<file path="src/rtl/axi_rd_slave.sv">
// AXI4 read-channel responder over a 64-bit synchronous memory.
// Two-entry AR buffer; bursts are served in order, one beat per memory read.
module axi_rd_slave #(
   parameter logic [63:0] MEM_BASE = 64'h8000_0000,
   parameter int          MEM_AW   = 20
) (
   input  logic              clk,
   input  logic              rst,
   input  logic [3:0]        ARID,
   input  logic [63:0]       ARADDR,
   input  logic [7:0]        ARLEN,
   input  logic [2:0]        ARSIZE,
   input  logic [1:0]        ARBURST,
   input  logic              ARLOCK,
   input  logic [3:0]        ARCACHE,
   input  logic [2:0]        ARPORT,
   input  logic [3:0]        ARQOS,
   input  logic [3:0]        ARREGION,
   input  logic              ARVALID,
   output logic              ARREADY,
   output logic [3:0]        RID,
   output logic [63:0]       RDATA,
   output logic [1:0]        RRESP,
   output logic              RLAST,
   output logic              RVALID,
   input  logic              RREADY,
   output logic              mem_ren,
   output logic [MEM_AW-1:0] mem_raddr,
   input  logic [63:0]       mem_rdata,
   output logic [1:0]        dbg_state
);

   // Handshakes: a transfer happens on a rising edge where VALID && READY;
   // once RVALID rises it stays high with RID/RDATA/RRESP/RLAST stable until RREADY.

   typedef struct packed {
      logic [3:0]  id;
      logic [63:0] addr;
      logic [7:0]  len;
      logic [2:0]  size;
      logic [1:0]  burst;
   } ar_t;

   typedef enum logic [1:0] {S_IDLE = 2'd0, S_ISSUE = 2'd1, S_RESP = 2'd2} state_t;

   localparam logic [1:0] RESP_OKAY   = 2'b00;
   localparam logic [1:0] RESP_SLVERR = 2'b10;
   localparam logic [1:0] RESP_DECERR = 2'b11;
   localparam logic [1:0] BURST_INCR  = 2'b01;

   state_t      state, state_nx;
   ar_t         fifo [0:1];
   ar_t         head;
   logic        wr_ptr, rd_ptr;
   logic [1:0]  count;
   logic        push, pop;

   logic [3:0]  b_id;
   logic [63:0] b_addr;
   logic [7:0]  b_len;
   logic [2:0]  b_size;
   logic [1:0]  b_burst;
   logic [7:0]  beat;
   logic [1:0]  resp_q;
   logic        hi_q;

   logic [63:0] ev_addr, ev_off;
   logic [2:0]  ev_size;
   logic [1:0]  ev_burst, ev_resp;
   logic        ev_err, ev_in_range, evaluating;
   logic        handshake, last;
   logic        unused_ok;

   // ARREADY depends only on occupancy, so a pop never frees a slot in the same cycle.
   assign ARREADY = !rst && (count != 2'd2);
   assign push    = ARVALID && ARREADY;
   assign pop     = (state == S_IDLE) && (count != 2'd0);
   assign head    = fifo[rd_ptr];

   always_ff @(posedge clk) begin
      if (rst) begin
         count  <= 2'd0;
         wr_ptr <= 1'b0;
         rd_ptr <= 1'b0;
      end else begin
         if (push) begin
            fifo[wr_ptr] <= '{id: ARID, addr: ARADDR, len: ARLEN, size: ARSIZE, burst: ARBURST};
            wr_ptr       <= ~wr_ptr;
         end
         if (pop) rd_ptr <= ~rd_ptr;
         case ({push, pop})
            2'b10:   count <= count + 2'd1;
            2'b01:   count <= count - 2'd1;
            default: count <= count;
         endcase
      end
   end

   // Beat evaluation uses the FIFO head when starting a burst, otherwise the burst regs.
   always_comb begin
      ev_addr     = (state == S_IDLE) ? head.addr  : b_addr;
      ev_size     = (state == S_IDLE) ? head.size  : b_size;
      ev_burst    = (state == S_IDLE) ? head.burst : b_burst;
      ev_err      = (ev_size > 3'd3) || ev_burst[1];
      ev_off      = ev_addr - MEM_BASE;
      ev_in_range = (ev_addr >= MEM_BASE) && (ev_off[63:MEM_AW+3] == '0);
      if (ev_err)            ev_resp = RESP_SLVERR;
      else if (!ev_in_range) ev_resp = RESP_DECERR;
      else                   ev_resp = RESP_OKAY;
   end

   assign evaluating = pop || (state == S_ISSUE);
   assign handshake  = (state == S_RESP) && RREADY;
   assign last       = (beat == b_len);

   always_ff @(posedge clk) begin
      if (rst) state <= S_IDLE;
      else     state <= state_nx;
   end

   always_comb begin
      state_nx = state;
      case (state)
         S_IDLE:  if (pop) state_nx = S_RESP;
         S_ISSUE: state_nx = S_RESP;
         S_RESP:  if (RREADY) state_nx = last ? S_IDLE : S_ISSUE;
         default: state_nx = S_IDLE;
      endcase
   end

   always_ff @(posedge clk) begin
      if (rst) begin
         b_id    <= 4'd0;
         b_addr  <= 64'd0;
         b_len   <= 8'd0;
         b_size  <= 3'd0;
         b_burst <= 2'd0;
         beat    <= 8'd0;
         resp_q  <= RESP_OKAY;
         hi_q    <= 1'b0;
      end else begin
         if (pop) begin
            b_id    <= head.id;
            b_addr  <= head.addr;
            b_len   <= head.len;
            b_size  <= head.size;
            b_burst <= head.burst;
            beat    <= 8'd0;
         end
         if (evaluating) begin
            resp_q <= ev_resp;
            hi_q   <= (ev_size == 3'd2) && ev_addr[2];
         end
         if (handshake && !last) begin
            beat <= beat + 8'd1;
            if (b_burst == BURST_INCR) b_addr <= b_addr + (64'd1 << b_size);
         end
      end
   end

   // mem_rdata is held until the next read strobe, so RDATA stays stable through a stall.
   always_comb begin
      RVALID    = (state == S_RESP);
      RLAST     = RVALID && last;
      RID       = b_id;
      RRESP     = resp_q;
      RDATA     = 64'd0;
      if (RVALID && (resp_q == RESP_OKAY))
         RDATA = hi_q ? {mem_rdata[63:32], mem_rdata[63:32]} : mem_rdata;
      mem_ren   = evaluating && (ev_resp == RESP_OKAY);
      mem_raddr = mem_ren ? ev_off[MEM_AW+2:3] : '0;
      dbg_state = state;
   end

   assign unused_ok = ^{ARLOCK, ARCACHE, ARPORT, ARQOS, ARREGION, ev_off[2:0]};

endmodule

</file>
<file path="config.mk">
export PLATFORM = sky130hd
export DESIGN_NAME = axi_rd_slave
export DESIGN_NICKNAME = d
export VERILOG_FILES = /design/src/rtl/axi_rd_slave.sv
export SDC_FILE = /design/constraint.sdc
export NUM_CORES = 1
export LEC_CHECK = 0
export ABC_CLOCK_PERIOD_IN_PS = 7600
export CORE_MARGIN = 4
export CORE_UTILIZATION = 54
export CTS_BUF_LIST = sky130_fd_sc_hd__clkbuf_4
export CTS_CLUSTER_SIZE = 20
export DETAILED_ROUTE_END_ITERATION = 8
export PLACE_DENSITY = 0.92
export RECOVER_POWER = 50
export SYNTH_ARGS = -nofsm -noshare
export SYNTH_HDL_FRONTEND = slang
export SYNTH_SLANG_ARGS = --single-unit
</file>
<file path="constraint.sdc">
create_clock -name clk -period 7.6 [get_ports clk]
set_input_delay 2.28 -clock clk [delete_from_list [all_inputs] [get_ports clk]]
set_output_delay 2.28 -clock clk [all_outputs]
set_load 0.02 [all_outputs]
</file>
; Word level (Yosys, flattened, before mapping)
; Memories as Yosys holds them, arrays and structs flattened. A register that Yosys moved wholly into a read port is not among the register bits.
; Index checks and enable logic that the tools add are counted.
[word_totals]
output_inout_bits = 96
input_bits = 165
mem_bits_rw = 162
regBits = 98
n_memories = 1
wordCells = 78
[memory_table]
columns = name, words, width, read_ports, rd_ports_with_merged_regs, wr, line
row1 = fifo, 2, 81, 1, 1, 1, 52  ; ar_t fifo [0:1];
[op_classes]
n_addsub = 5
shift = 1
eq_ne = 10
muxes = 23
magnitude_cmp = 2
n_bitwise = 2
reduce_logical = 22
[ops]
columns = op, n
row1 = $mux W64, 5
row2 = $add A64 B64 Y64, 1
row3 = $ge A64 B32 Y1 const B, 1
row4 = $shl A1 B3 Y64 const A, 1
row5 = $sub A64 B32 Y64 const B, 1
row6 = $logic_not A41 Y1, 1
row7 = $mux W32, 1
row8 = $mux W20, 1
row9 = $mux W8, 2
row10 = $logic_and A1 B1 Y1, 10
row11 = $mux W2, 5
row12 = $add A8 B1 Y8 const B, 1
row13 = $eq A8 B8 Y1, 1
row14 = $eq A2 B1 Y1 const B, 3
row15 = $logic_not A2 Y1, 3
row16 = $mux W1, 6
row17 = $pmux W2 S3, 1
row18 = $reduce_bool A2 Y1, 3
row19 = $eq A2 B2 Y1 const B, 2
row20 = $ne A2 B2 Y1 const B, 2
row21 = $pmux W2 S2, 1
row22 = $eq A3 B2 Y1 const B, 1
row23 = $gt A3 B2 Y1 const B, 1
row24 = $mux W3, 1
row25 = other kinds (7), 10

; Longest topological paths before layout
[depth]
word_depth = 10
depth_mapped = 14
ltp_nobuf = 12

; Worst setup path before layout
; Ideal clock, no wire load.
[synth_timing]
kind = input to register
from = in rst
to = mem fifo[0][0] (netlist bit) (enable)
path_buffers = 1
required_time_ns = 7.079
path_slack_ns = 0.605
setup_time_ns = 0.521
cell_stages = 4
arrival_ns = 6.474
cell_sequence = clkbuf_1 > a21oi_1 > nand2_1 > nor2_1
[synth_via]
elab_chain_len = 6
[synth_lines]
columns = item, line
row1 = "start, declared", 8  ; input logic rst,
row2 = $logic_not A1 Y1, 75  ; assign ARREADY = !rst && (count != 2'd2);
row3 = $logic_and A1 B1 Y1, 75
row4 = named net ARREADY, 20  ; output logic ARREADY,
row5 = $logic_and A1 B1 Y1, 76  ; assign push = ARVALID && ARREADY;
row6 = $mux W1, 86  ; if (push) begin
row7 = $mux W1, 81  ; if (rst) begin
row8 = $mux W1 (implied by the code), 87  ; fifo[wr_ptr] <= '{id: ARID, addr: ARADDR, len: ARLEN, size: ARSIZE, burst: ARBURST};
row9 = "end, declared", 52
; The timed path passes the listed nets, and every way through them passes these cells.

; Final worst setup path
[layout_timing]
from = reg state[1], in the netlist dbg_state[1]
to = out mem_raddr[17]
[layout_via]
elab_chain_len = 10
elab_cells_between_ends = 18
classes_between = add/sub: 1 / order compare: 2 / eq/ne: 1 / mux: 6 / reduce/logical: 8
[layout_lines]
columns = item, line
row1 = "start, declared", 51  ; state_t state, state_nx;
row2 = "start signal, assigned", 118  ; else state <= state_nx;
row3 = $logic_not A2 Y1, --
row4 = $mux W64, 101  ; ev_addr = (state == S_IDLE) ? head.addr : b_addr;
row5 = $sub A64 B32 Y64, 105  ; ev_off = ev_addr - MEM_BASE;
row6 = $logic_not A41 Y1, 106  ; ev_in_range = (ev_addr >= MEM_BASE) && (ev_off[63:MEM_AW+3] == '0);
row7 = $logic_and A1 B1 Y1, 106
row8 = $mux W2, 108  ; else if (!ev_in_range) ev_resp = RESP_DECERR;
row9 = $mux W2, 107  ; if (ev_err) ev_resp = RESP_SLVERR;
row10 = $logic_not A2 Y1, 170  ; mem_ren = evaluating && (ev_resp == RESP_OKAY);
row11 = $logic_and A1 B1 Y1, 170
row12 = $mux W20 (*), 171  ; mem_raddr = mem_ren ? ev_off[MEM_AW+2:3] : '0;
row13 = "end, declared", 28  ; output logic [MEM_AW-1:0] mem_raddr,
; Mark *: on every way between the ends. The rest lies on a longest branch, timed or not.

==> flow_summary.json <==
{
  "status": "complete, but fails checks",
  "violations": "max-capacitance violations, max-slew violations",
  "yosysTopAreaCell": "edfxtp_1",
  "place_inst": 1735,
  "seq_power_share_pct": 39.3,
  "fin_hold_ws_ns": 0.497,
  "antenna_found_initial": 11,
  "synth_cells": 1236,
  "cts_setup_buffers": 0,
  "r2r-start": "dbg_state[1]",
  "synth_top_area_share_pct": 37.3,
  "cts_max_level": 3,
  "path_max_fanout": 22,
  "period_needed_ns": 7.27,
  "leakage_uw": 0.00590,
  "postSynthAreaPerCell_um2": 10.6,
  "crit_type": "reg2out",
  "hold_viol": 0,
  "finalCritPeriodShare_pct": 95.7,
  "max-slew-margin-rel_pct": -163,
  "p_int_uw": 3170,
  "grt_pass1_wl_um": 59400,
  "core_um2": 23600,
  "grt_overflow": 0,
  "fin_nets": 1662,
  "seq_area_um2": 6850,
  "first_iter_violations": 1320,
  "cp-end-kind": "output pin",
  "grt_max_degree": 82,
  "r2r_cells": 7,
  "core.rowCount": 56,
  "setup_violations": 0,
  "switching_share_pct": 38.0,
  "crit_start": "dbg_state[1]",
  "drive_above_1_share_pct": 10.8,
  "rsz0062_at_grt": "false",
  "power_density_nw_per_um2": 308,
  "final_cells": 1868,
  "maxClockFrequency_mhz": 137,
  "r2r_setup_slack_ns": 2.54,
  "yosysUniqueCellTypes": 77,
  "fillCellCount": 1698,
  "combinationalPowerShare_pct": 36.4,
  "tightestPinTransition_ns": 3.94,
  "hp-class": "reg2reg",
  "initial_core_util_pct": 55.3,
  "grt_pass1_vias": 11100,
  "cts_tree": "done",
  "p_clk_share_pct": 24.3,
  "clock_latency_ns": 0.71,
  "synth_nets": 1412,
  "netlist_area_um2": 13100,
  "pin_count": 261,
  "cts_resized": 0,
  "cp-endpoint": "mem_raddr[17]",
  "required_ns": 5.32,
  "synthTopCellsByArea": "edfxtp_1 37%, dfxtp_1 15%, mux2i_1 7.7%",
  "synth_ff_type": "edfxtp_1",
  "reg2reg_to": "b_addr[45]",
  "tns_ns": 0,
  "multi_input_area_um2": 5830,
  "clk_pin_slew_ns": 0.06,
  "dieArea_um2": 26700,
  "cts_buffers": 68,
  "maxCapViolCount": 4,
  "cp-start-kind": "register",
  "ir_drop_mv": 0.184,
  "portBuffers": 244,
  "die_h_um": 163,
  "hold_buffers": 0,
  "clock_path_buffers": 3,
  "drcViolationCount": 0,
  "dp_hpwl_um": 27400,
  "place_congestion": 0.964,
  "synth_edf_count": 162,
  "drt-total-wl_um": 39200,
  "cp.arrival_ns": 4.99,
  "yosysWarnings": 0,
  "wl_per_cell_um": 21.0,
  "min-delay-start": "RID[3]",
  "first_pass_iters": 7,
  "synthArstFlopShare_pct": 0,
  "p_switching_uw": 1940,
  "power.total_uw": 5110,
  "vias": 11500,
  "seq_area_frac_synth_pct": 52.5,
  "grt.total_usage_pct": 28.2,
  "viasPerCell": 6.15,
  "clock_skew_ns": 0.0834,
  "synth-seq-cells": 261,
  "drt.antenna.violating_nets": 0,
  "cts_sinks": 261,
  "syn_to_final_growth_pct": 27.0,
  "die-width_um": 163,
  "final_max_slew_viol_count": 233,
  "root_buffer": "clkbuf_4"
}
## critical path: stages (launching register included)
cell,delay (ns)
dfxtp_1,0.57
or2_1,0.69
o31ai_1,0.30
nor4_1,0.51
a31oi_1,0.20
nor4_1,0.28
nand4_1,0.22
nor4_4,0.25
buf_4,0.35
o211a_1,0.27
clkdlybuf4s50_1,0.67
## state kept, by name, summed over array words and instances (netlist names), 2 cells and up, named ones only
name,count
fifo,162
b_addr,64
b_len,8
beat,8
RID,4
b_size,3
RRESP,2
b_burst,2
count,2
dbg_state,2
## synthesized netlist by cell type, drive strengths merged, types with 10 or more instances
| cell type | count |
|---|---|
| nand4 | 24 |
| and3 | 24 |
| xor2 | 19 |
| o211ai | 20 |
| mux2i | 101 |
| a211oi | 29 |
| inv | 10 |
| nor4 | 17 |
| nor3 | 25 |
| nand3 | 50 |
| edfxtp | 162 |
| o211a | 20 |
| ha | 10 |
| a21oi | 60 |
| or3 | 23 |
| o21ai | 60 |
| and2 | 37 |
| mux2 | 16 |
| dfxtp | 99 |
| a31oi | 25 |
| nand2 | 83 |
| clkbuf | 55 |
| or2 | 10 |
| buf | 24 |
| nor2 | 118 |
## layer usage
metal,GRT usage (%),vias up,share of wire (%)
li1,-,5232,-
met1,32.9,5407,36
met2,47.4,709,47
met3,7.60,139,11
met4,15.2,2,5.5
met5,0,-,0.033
## layout by cell type (no fill, tap or decap), types with 25 or more instances in the layout
cell type        count
edfxtp_1           162
dfxtp_1             97
a31oi_1             25
clkdlybuf4s50_1    162
a21oi_1             60
dlygate4sd3_1       81
nand2_1             83
nand3_1             50
mux2i_1            101
clkbuf_4            99
o21ai_0             54
nor2_1             117
and2_1              36
a211oi_1            28
## layout make-up
cell class,count,area share [%]
Clock inverter,23,0.868
Tap cell,319,2.41
Multi-Input combinational cell,886,35.2
Sequential cell,261,41.3
Timing Repair Buffer,259,15.4
Clock buffer,99,4.48
Inverter,10,0.226
Antenna cell,11,0.166
## power by group through the flow
| stage | logic, uW | registers (uW) | clock network [uW] |
|---|---|---|---|
| finish | 1860 | 2010 | 1240 |
| global route | 2010 | 2040 | 1350 |
| CTS | 1840 | 2000 | 1260 |
| detailed placement | 1830 | 2030 | 0 |
| global placement | 1770 | 2010 | 0 |
| floorplan | 1290 | 1920 | 0 |
## metrics by stage
step / util (%) / instance area (um^2) / setup WS, ns
finish: 70.2 / 16600 / 0.326
floorplan: - / 13100 / 0.605
CTS: 70.2 / 16600 / 0.427
detailed placement: 66.4 / 15700 / 1.14
global route: 70.2 / 16600 / 0.0709
global placement: 66.4 / 15700 / 1.11
## logic make-up (layout without fill, tap and decap cells)
kind of cell,count (synthesis),in the layout,synth area share [%]
and+or+nand+nor,460,460,18.4
other,0,11,0
xor gates and xnor gates,27,27,1.81
adders and majority gates,11,11,1.11
buffers and inverters,89,391,2.97
muxes,117,117,9.15
AOI/OAI and AO/OA,271,271,14.1
DFF,261,261,52.5
## worst min-delay path by stage
stage          cells after the start  slack, ns         end
5_1_grt                            2       0.52      RID[3]
4_1_cts                            2       0.50      RID[3]
2_1_floorplan                      2       0.47  b_addr[53]
3_5_place_dp                       2       0.49      RID[3]
6_report                           2       0.50      RID[3]
3_3_place_gp                       2       0.48     beat[7]
Note: power is estimated with default switching activity, not from simulation.
